**src/rtl/uart_tx_serializer_if.sv**
```systemverilog
`default_nettype none
// ============================================================================
// Module   : uart_tx_serializer_if
// Brief    : Start/config/status bundle between flow control and UART TX.
// Revision : 1.0 - initial release
// ============================================================================
interface uart_tx_serializer_if #(
    parameter int DIV_W    = 16,
    parameter int DATA_MAX = 8
);
    logic                tx_enable_i;
    logic [DATA_MAX-1:0] tx_data_i;
    logic [1:0]          data_bits_i;
    logic                parity_en_i;
    logic                parity_odd_i;
    logic                stop2_i;
    logic [DIV_W-1:0]    baud_div_i;
    logic                tx_o;
    logic                tx_busy_o;
    logic                tx_done_o;

    modport master (
        output tx_enable_i, tx_data_i, data_bits_i, parity_en_i,
               parity_odd_i, stop2_i, baud_div_i,
        input  tx_o, tx_busy_o, tx_done_o
    );

    modport slave (
        input  tx_enable_i, tx_data_i, data_bits_i, parity_en_i,
               parity_odd_i, stop2_i, baud_div_i,
        output tx_o, tx_busy_o, tx_done_o
    );
endinterface
`default_nettype wire

```
**src/rtl/uart_tx_serializer.sv**
```systemverilog
`default_nettype none
// ============================================================================
// Module   : uart_tx_serializer
// Brief    : UART frame serializer (start, 5-8 data LSB first, parity, 1/2 stop).
// Revision : 1.0 - initial release
// ============================================================================
module uart_tx_serializer #(
    parameter int DIV_W    = 16,
    parameter int DATA_MAX = 8
) (
    input  wire logic           clk,
    input  wire logic           reset,
    uart_tx_serializer_if.slave bus
);
    localparam int               IDX_W     = (DATA_MAX > 1) ? $clog2(DATA_MAX) : 1;
    localparam logic [DIV_W-1:0] c_DIV_ONE = {{(DIV_W-1){1'b0}}, 1'b1};

    typedef enum logic [2:0] {
        S_IDLE   = 3'd0,
        S_START  = 3'd1,
        S_DATA   = 3'd2,
        S_PARITY = 3'd3,
        S_STOP   = 3'd4
    } state_t;

    state_t              state_q, state_d;
    logic [DIV_W-1:0]    cnt_q, cnt_d;
    logic [DIV_W-1:0]    period_q, period_d;
    logic [IDX_W-1:0]    bit_q, bit_d;
    logic [IDX_W-1:0]    last_q, last_d;
    logic [DATA_MAX-1:0] shreg_q, shreg_d;
    logic                par_q, par_d;
    logic                pen_q, pen_d;
    logic                stop2_q, stop2_d;
    logic                stop_sec_q, stop_sec_d;
    logic                tx_q, tx_d;
    logic                busy_q, busy_d;
    logic                done_q, done_d;

    logic [DATA_MAX-1:0] w_mask;
    logic                w_bit_end;

    always_comb begin
        w_mask = '0;
        for (int i = 0; i < DATA_MAX; i++) begin
            if (i < 5 + int'(bus.data_bits_i)) w_mask[i] = 1'b1;
        end
    end

    assign w_bit_end = (cnt_q == period_q - c_DIV_ONE);

    always_comb begin
        state_d    = state_q;
        cnt_d      = cnt_q;
        period_d   = period_q;
        bit_d      = bit_q;
        last_d     = last_q;
        shreg_d    = shreg_q;
        par_d      = par_q;
        pen_d      = pen_q;
        stop2_d    = stop2_q;
        stop_sec_d = stop_sec_q;
        tx_d       = tx_q;
        busy_d     = busy_q;
        done_d     = 1'b0;

        if (state_q != S_IDLE) cnt_d = w_bit_end ? '0 : cnt_q + c_DIV_ONE;

        case (state_q)
            S_IDLE: begin
                if (bus.tx_enable_i) begin
                    // Parity is fixed at accept time from the masked byte.
                    state_d  = S_START;
                    tx_d     = 1'b0;
                    busy_d   = 1'b1;
                    cnt_d    = '0;
                    shreg_d  = bus.tx_data_i;
                    last_d   = IDX_W'(4) + IDX_W'(bus.data_bits_i);
                    par_d    = (^(bus.tx_data_i & w_mask)) ^ bus.parity_odd_i;
                    pen_d    = bus.parity_en_i;
                    stop2_d  = bus.stop2_i;
                    period_d = (bus.baud_div_i == '0) ? c_DIV_ONE : bus.baud_div_i;
                end
            end
            S_START: begin
                if (w_bit_end) begin
                    state_d = S_DATA;
                    tx_d    = shreg_q[0];
                    shreg_d = shreg_q >> 1;
                    bit_d   = '0;
                end
            end
            S_DATA: begin
                if (w_bit_end) begin
                    if (bit_q == last_q) begin
                        stop_sec_d = 1'b0;
                        if (pen_q) begin
                            state_d = S_PARITY;
                            tx_d    = par_q;
                        end else begin
                            state_d = S_STOP;
                            tx_d    = 1'b1;
                        end
                    end else begin
                        tx_d    = shreg_q[0];
                        shreg_d = shreg_q >> 1;
                        bit_d   = bit_q + IDX_W'(1);
                    end
                end
            end
            S_PARITY: begin
                if (w_bit_end) begin
                    state_d    = S_STOP;
                    tx_d       = 1'b1;
                    stop_sec_d = 1'b0;
                end
            end
            S_STOP: begin
                if (w_bit_end) begin
                    if (stop2_q && !stop_sec_q) begin
                        stop_sec_d = 1'b1;
                    end else begin
                        state_d = S_IDLE;
                        busy_d  = 1'b0;
                        done_d  = 1'b1;
                    end
                end
            end
            default: begin
                state_d = S_IDLE;
                tx_d    = 1'b1;
                busy_d  = 1'b0;
            end
        endcase
    end

    always_ff @(posedge clk or posedge reset) begin
        if (reset) begin
            state_q    <= S_IDLE;
            cnt_q      <= '0;
            period_q   <= '0;
            bit_q      <= '0;
            last_q     <= '0;
            shreg_q    <= '0;
            par_q      <= 1'b0;
            pen_q      <= 1'b0;
            stop2_q    <= 1'b0;
            stop_sec_q <= 1'b0;
            tx_q       <= 1'b1;
            busy_q     <= 1'b0;
            done_q     <= 1'b0;
        end else begin
            state_q    <= state_d;
            cnt_q      <= cnt_d;
            period_q   <= period_d;
            bit_q      <= bit_d;
            last_q     <= last_d;
            shreg_q    <= shreg_d;
            par_q      <= par_d;
            pen_q      <= pen_d;
            stop2_q    <= stop2_d;
            stop_sec_q <= stop_sec_d;
            tx_q       <= tx_d;
            busy_q     <= busy_d;
            done_q     <= done_d;
        end
    end

    assign bus.tx_o      = tx_q;
    assign bus.tx_busy_o = busy_q;
    assign bus.tx_done_o = done_q;
endmodule
`default_nettype wire

```
**src/flat_wrapper.sv**
```systemverilog
// flat-port wrapper written by rule: the top's interface ports become plain ports
module uart_tx_serializer_flat 
#(
    parameter int DIV_W    = 16,
    parameter int DATA_MAX = 8
)
  (clk, reset, bus_tx_enable_i, bus_tx_data_i, bus_data_bits_i, bus_parity_en_i, bus_parity_odd_i, bus_stop2_i, bus_baud_div_i, bus_tx_o, bus_tx_busy_o, bus_tx_done_o);
  uart_tx_serializer_if #(.DIV_W(DIV_W), .DATA_MAX(DATA_MAX)) bus_i ();
  input  wire logic clk;
  input  wire logic reset;
  input wire logic [$bits(bus_i.tx_enable_i)-1:0] bus_tx_enable_i;
  input wire logic [$bits(bus_i.tx_data_i)-1:0] bus_tx_data_i;
  input wire logic [$bits(bus_i.data_bits_i)-1:0] bus_data_bits_i;
  input wire logic [$bits(bus_i.parity_en_i)-1:0] bus_parity_en_i;
  input wire logic [$bits(bus_i.parity_odd_i)-1:0] bus_parity_odd_i;
  input wire logic [$bits(bus_i.stop2_i)-1:0] bus_stop2_i;
  input wire logic [$bits(bus_i.baud_div_i)-1:0] bus_baud_div_i;
  output wire logic [$bits(bus_i.tx_o)-1:0] bus_tx_o;
  output wire logic [$bits(bus_i.tx_busy_o)-1:0] bus_tx_busy_o;
  output wire logic [$bits(bus_i.tx_done_o)-1:0] bus_tx_done_o;
  assign bus_i.tx_enable_i = bus_tx_enable_i;
  assign bus_i.tx_data_i = bus_tx_data_i;
  assign bus_i.data_bits_i = bus_data_bits_i;
  assign bus_i.parity_en_i = bus_parity_en_i;
  assign bus_i.parity_odd_i = bus_parity_odd_i;
  assign bus_i.stop2_i = bus_stop2_i;
  assign bus_i.baud_div_i = bus_baud_div_i;
  assign bus_tx_o = bus_i.tx_o;
  assign bus_tx_busy_o = bus_i.tx_busy_o;
  assign bus_tx_done_o = bus_i.tx_done_o;
  uart_tx_serializer #(.DIV_W(DIV_W), .DATA_MAX(DATA_MAX)) u_core (.clk(clk), .reset(reset), .bus(bus_i));
endmodule
```
**config.mk**
```make
export PLATFORM = sky130hd
export DESIGN_NAME = uart_tx_serializer_flat
export DESIGN_NICKNAME = d
export VERILOG_FILES = /design/src/rtl/uart_tx_serializer_if.sv /design/src/rtl/uart_tx_serializer.sv /design/src/flat_wrapper.sv
export SDC_FILE = /design/constraint.sdc
export NUM_CORES = 1
export LEC_CHECK = 0
export CAP_MARGIN = 15
export CORE_MARGIN = 4
export CORE_UTILIZATION = 52
export DETAILED_ROUTE_END_ITERATION = 16
export HOLD_SLACK_MARGIN = 0.12
export PLACE_DENSITY = 0.74
export SLEW_MARGIN = 20
export SYNTH_ARGS = -nofsm -noshare
export SYNTH_HDL_FRONTEND = slang
export SYNTH_SLANG_ARGS = --single-unit
```
**constraint.sdc**
```tcl
create_clock -name clk -period 2.3 [get_ports clk]
set_input_delay 0.46 -clock clk [delete_from_list [all_inputs] [get_ports clk]]
set_output_delay 0.46 -clock clk [all_outputs]
set_load 0.02 [all_outputs]
```
==> summary.txt, run 1 <==
Pin count of the biggest net entering global routing: 57
Wirelength per Cell: 16.5 um
Syn Std Cell Area: 3440 um2
Distinct cells, synth: 62
CP max-delay cell: dfrtp_2
Async S/R FF share, synth: 1.00
Critical Path Sink Type: flop
TritonCTS Buffers: 5
Overflow after GRT: 0
Setup TNS: -7.64 ns
DR vias/cell: 5.72
Vias: 3215
Commonest cells after routing, fill and taps aside: 73 x nand2_1, 64 x buf_4, 53 x dfrtp_1
DPL Wire Length: 6360 um
Slowest Stage Delay on Critical Path: 0.46 ns
Area Growth Syn to Fin: 38.4%
Post-synthesis sequential area ratio: 0.407
RSZ-0062 raised after global routing: yes
Post-Route WL: 9290 um
Clock root buffer: clkbuf_8
Critical path arrival: 2.86 ns
Post-Syn Nets: 422
H-tree depth: 2
Share of cells above drive strength 1: 0.293
Chip width: 89.4 um
#FFs+latches synth: 56
Area leader, netlist: dfrtp_1
Boundary pin count: 35
# DRC: 0
Worst skew pair latency: 0.33 ns
Vert. Die Dim: 89.4 um
Dominant cells by area after synthesis: dfrtp_1 40%, nand2_1 8.0%, xnor2_1 6.9%
Max cap viols: 0
Failing checks: negative setup slack
Placed inst area: 4300 um2
Hold crit path type: in -> async
Post-Syn Instances: 387
Buf/Inv on CP: 2
Slew headroom: 0.490
Starting density of the core: 0.539
Top FF cell, synth: dfrtp_1
Antenna violations before repair: 0
Synth Area in XOR/XNOR: 0.117
First-pass GRT wire length: 14500 um
Status: finished with violations
Die area: 7990 um2
First DRT Iteration DRCs: 168
Final Wtd Congestion: 0.936
Measured slew at the worst slew-check pin: 0.760 ns
Layout Cells excl Fill: 562
Critical path fanouts, max: 7
Total core area: 6390 um2
Warning count from the yosys run: 0
CP Cell Sequence: nor4_4 -> buf_4 -> a21oi_2 -> a311o_1 -> nor4_2 -> nand4b_1 -> o21ai_4 -> buf_12 -> mux2_4
Fin. Hold Viols: 0
Power density over the cells: 355 nW/um2
ANT nets after route: 0
Core Rows: 29
Final WS setup: -0.340 ns
Avg Cell Area, Syn: 8.89 um2
Synth Area in Compound Gates: 0.121
Post-synthesis mux area share: 0.0509
Critical Path Start Type: flop
Worst Clk Skew: 0.00742 ns
Post-synth EDFFs: 0
Period utilization: 1.15
Leakage: 2.11 nW
GRT Total Usage: 0.235
Main combinational cell family by area after synthesis: simple AND/OR/NAND/NOR gates
Most common cell after layout, fill and taps aside: nand2_1
Placed insts: 538
CP delay by family, top: simple AND/OR/NAND/NOR gates
Post-synth top area share: 0.400
CP Data Required Time: 2.52 ns
Final min period: 2.64 ns
Synth Area in Simple Gates: 0.259
CTS clk-pin slew, worst paths: 0.11 ns
Port Buffer Count: 34
Max-slew violation count: 0
Worst setup path class: reg -> reg
F_max: 379 MHz
Adder-Cell Fraction of Synth Area: 0.0109
Final setup fails: 34
Nets: 519
Clock Tree Buf Depth: 2
Clock Sinks: 56
Router iterations before antenna repair: 4
Number of global-route vias before repair: 3051
CTS tree: yes
Post-route cell area: 4760 um2
# diodes: 0
Peak supply drop: 0.326 mV
Hold_buf cts: 0
layout make-up:
cell class,count,area (um2)
Timing Repair Buffer,108,945
Sequential cell,56,1410
Inverter,10,37.5
Clock inverter,3,21.3
Tap cell,77,96.3
Multi-Input combinational cell,303,2190
Fill cell,458,1620
Clock buffer,5,68.8
kinds of logic after synthesis:
family | count (synthesis)
buf+inv | 28
simple gates | 177
fa+ha+maj | 3
mux | 16
flops | 56
xor+xnor | 46
compound gates | 61
routing by layer:
| layer | vias up | global-route usage | part of all wire |
|---|---|---|---|
| li1 | 1536 | - | - |
| met1 | 1586 | 0.322 | 0.46 |
| met2 | 81 | 0.395 | 0.49 |
| met3 | 12 | 0.0396 | 0.036 |
| met4 | 0 | 0.0474 | 0.013 |
| met5 | - | 0 | 0 |
per-stage QoR:
stage | worst slack [ns] | power, mW | util | hold WS [ns]
global placement | -0.285 | 1.13 | 0.673 | 0.463
floorplan | -0.106 | 1.06 | - | 0.451
global route | -0.444 | 1.75 | 0.746 | 0.511
CTS | -0.280 | 1.70 | 0.724 | 0.504
finish | -0.340 | 1.69 | 0.746 | 0.495
detailed placement | -0.386 | 1.14 | 0.673 | 0.479
worst min-delay path, cell delays in order:
cell             delay, ns
clkdlybuf4s50_1       0.41
inv_2                 0.07
buf_12                0.28
power breakdown:
part | total (mW) | internal [mW] | switching, mW | leakage [nW]
Sequential | 0.986 | 0.985 | 0.00114 | 0.722
Clock | 0.574 | 0.217 | 0.357 | 0.0445
Combinational | 0.132 | 0.0785 | 0.0538 | 1.34
Total | 1.69 | 1.28 | 0.412 | 2.11
path summary, 6_finish.rpt:
path | from | end | slack [ns] | cells after the start
setup reg to reg | u_core.period_q[3] | u_core.shreg_q[1] | -0.34 | 9
hold / removal | reset | u_core.period_q[7] | 0.50 | 3
hold reg to reg | u_core.last_q[2] | u_core.last_q[2] | 0.50 | 1
min in group clk | u_core.last_q[2] | u_core.last_q[2] | 0.50 | 1
setup / recovery | u_core.period_q[3] | u_core.shreg_q[1] | -0.34 | 9
max in group asynchronous | reset | u_core.bus.tx_o | 1.51 | 3
synthesized netlist by cell type (3+ instances only):
library cell,number
nand2_1,73
dfrtp_1,55
nor2_1,30
xnor2_1,27
xor2_1,19
o21ai_0,16
clkbuf_1,14
nor3_1,13
a21oi_1,11
mux2_2,11
inv_1,10
nand3_1,10
nor4_1,9
nand4_1,7
and3_1,5
nand2b_1,5
mux2i_1,4
a21o_1,3
and2_1,3
ha_1,3
nor3b_1,3
o211ai_1,3
o21a_1,3
o31ai_1,3
or3_1,3
flip-flops by register name, summed over array words and instances, names as in the netlist:
name                  flops
u_core.stop2_q            1
u_core.cnt_q             16
u_core.par_q              1
u_core.bus.tx_done_o      1
u_core.bus.tx_o           1
u_core.pen_q              1
u_core.period_q          16
u_core.stop_sec_q         1
u_core.bit_q              3
u_core.state_q            3
u_core.bus.tx_busy_o      1
u_core.last_q             3
u_core.shreg_q            8
repair_timing:
action / in CTS / in global routing
pin swaps: 17 / 22
endpoints found under the setup margin: 34 / 34
cloned: 2 / 0
resized for setup: 28 / 31
setup buffers: 9 / 7
Note: power is estimated with default switching activity, not from simulation.
==> run 2, diff against run 1 <==
Settings changed: RECOVER_POWER set to 100.
==> summary.txt, run 2 (synthesized netlist as in run 1, its figures left out) <==
Measured slew at the worst slew-check pin: 1.39 ns
Peak supply drop: 0.326 mV
Vias: 3236
Hold crit path type: reg -> reg
CP Data Required Time: 2.52 ns
Hold_buf cts: 0
Number of cells on the critical path: 9
Chip width: 89.4 um
Most common cell after layout, fill and taps aside: nand2_1
First-pass GRT wire length: 14500 um
Post-Route WL: 9270 um
Core Rows: 29
Critical Path Sink Type: flop
Power density over the cells: 356 nW/um2
Biggest regs: u_core.cnt_q (16), u_core.period_q (16), u_core.shreg_q (8)
Final WS setup: -0.347 ns
Layout Cells excl Fill: 562
R2R depth: 9
First DRT Iteration DRCs: 135
Worst setup path class: reg -> reg
Commonest cells after routing, fill and taps aside: 73 x nand2_1, 62 x buf_4, 53 x dfrtp_1
Total core area: 6390 um2
CP Cell Sequence: nor4_4 -> buf_4 -> a21oi_2 -> a311o_1 -> nor4_2 -> nand4b_1 -> o21ai_4 -> buf_12 -> mux2_4
Number of global-route vias before repair: 3051
DR vias/cell: 5.76
CTS tree: yes
Pin count of the biggest net entering global routing: 57
Share of cells above drive strength 1: 0.291
F_max: 378 MHz
Leakage: 2.10 nW
Buf/Inv on CP: 2
DPL Wire Length: 6360 um
RSZ-0062 raised after global routing: yes
Critical path arrival: 2.87 ns
Clock root buffer: clkbuf_8
Max-slew violation count: 0
H-tree depth: 2
Critical Path Start Type: flop
Critical path fanouts, max: 7
Router iterations before antenna repair: 5
CP max-delay cell: dfrtp_2
Total Power: 1.69 mW
Worst skew pair latency: 0.33 ns
Wirelength per Cell: 16.5 um
# diodes: 0
Placed insts: 538
Fin. Hold Viols: 0
GRT Total Usage: 0.235
Area Growth Syn to Fin: 37.8%
Finished Core Util: 0.743
Antenna violations before repair: 0
Vert. Die Dim: 89.4 um
Overflow after GRT: 0
Nets: 519
Final min period: 2.65 ns
Pre-CTS setup slack: -0.386 ns
Boundary pin count: 35
ANT nets after route: 0
Status: finished with violations
Slowest Stage Delay on Critical Path: 0.46 ns
TritonCTS Buffers: 5
Hold Path Depth: 1
Final setup fails: 34
Starting density of the core: 0.539
Clock Sinks: 56
Max cap viols: 0
Clock Tree Buf Depth: 2
Failing checks: negative setup slack
Port Buffer Count: 34
Final Wtd Congestion: 0.936
Fillers: 462
Die area: 7990 um2
CTS clk-pin slew, worst paths: 0.10 ns
Slew headroom: 0.0746
Worst Clk Skew: 0.0116 ns
Min Hold Slack: 0.499 ns
# DRC: 0
Period utilization: 1.15
CP delay by family, top: simple AND/OR/NAND/NOR gates
-- run 2: cell types whose count changed in the layout (fill, tap and decap cells not counted) --
cell,change
clkinv_1,+1
buf_12,-1
clkbuf_2,+2
buf_4,-2
dlygate4sd3_1,+4
buf_2,+1
inv_2,-1
clkdlybuf4s50_1,-4
-- run 2: layout make-up --
cell class,count,area [um2],area share
Clock buffer,5,68.8,0.0145
Timing Repair Buffer,108,925,0.195
Sequential cell,56,1410,0.296
Multi-Input combinational cell,303,2190,0.462
Clock inverter,3,21.3,0.00448
Tap cell,77,96.3,0.0203
Inverter,10,37.5,0.00791
-- run 2: path summary, 6_finish.rpt --
kind / slack, ns / end / startpoint
hold / removal: 0.50 / u_core.last_q[2] / u_core.last_q[2]
max in group asynchronous: 0.35 / u_core.period_q[3] / reset
setup / recovery: -0.35 / u_core.shreg_q[1] / u_core.period_q[3]
hold reg to reg: 0.50 / u_core.last_q[2] / u_core.last_q[2]
min in group asynchronous: 1.03 / u_core.period_q[7] / reset
setup reg to reg: -0.35 / u_core.shreg_q[1] / u_core.period_q[3]
-- run 2: repair_timing --
action | in CTS | in global routing
resized for setup | 28 | 31
setup buffers | 9 | 7
pin swaps | 17 | 22
gates cloned | 2 | 0
endpoints found under the setup margin | 34 | 34
-- run 2: metal layers --
metal / GRT usage / vias up / wire length [um]
li1: - / 1538 / -
met1: 0.322 / 1609 / 4210
met2: 0.395 / 79 / 4590
met5: 0 / - / 0
met3: 0.0396 / 10 / 362
met4: 0.0474 / 0 / 108
-- run 2: per-stage QoR --
stage	setup TNS, ns	instance area (um2)
after detailed placement	-9.19	4300
after global routing	-12.62	4740
after floorplan	-0.621	3480
final	-7.85	4740
after CTS	-7.53	4620
after global placement	-7.33	4300
-- run 2: power by group --
group / leakage, nW / internal [mW] / switching, mW / total, mW
Sequential: 0.722 / 0.985 / 0.00117 / 0.986
Combinational: 1.33 / 0.0750 / 0.0532 / 0.128
Clock: 0.0445 / 0.217 / 0.357 / 0.574
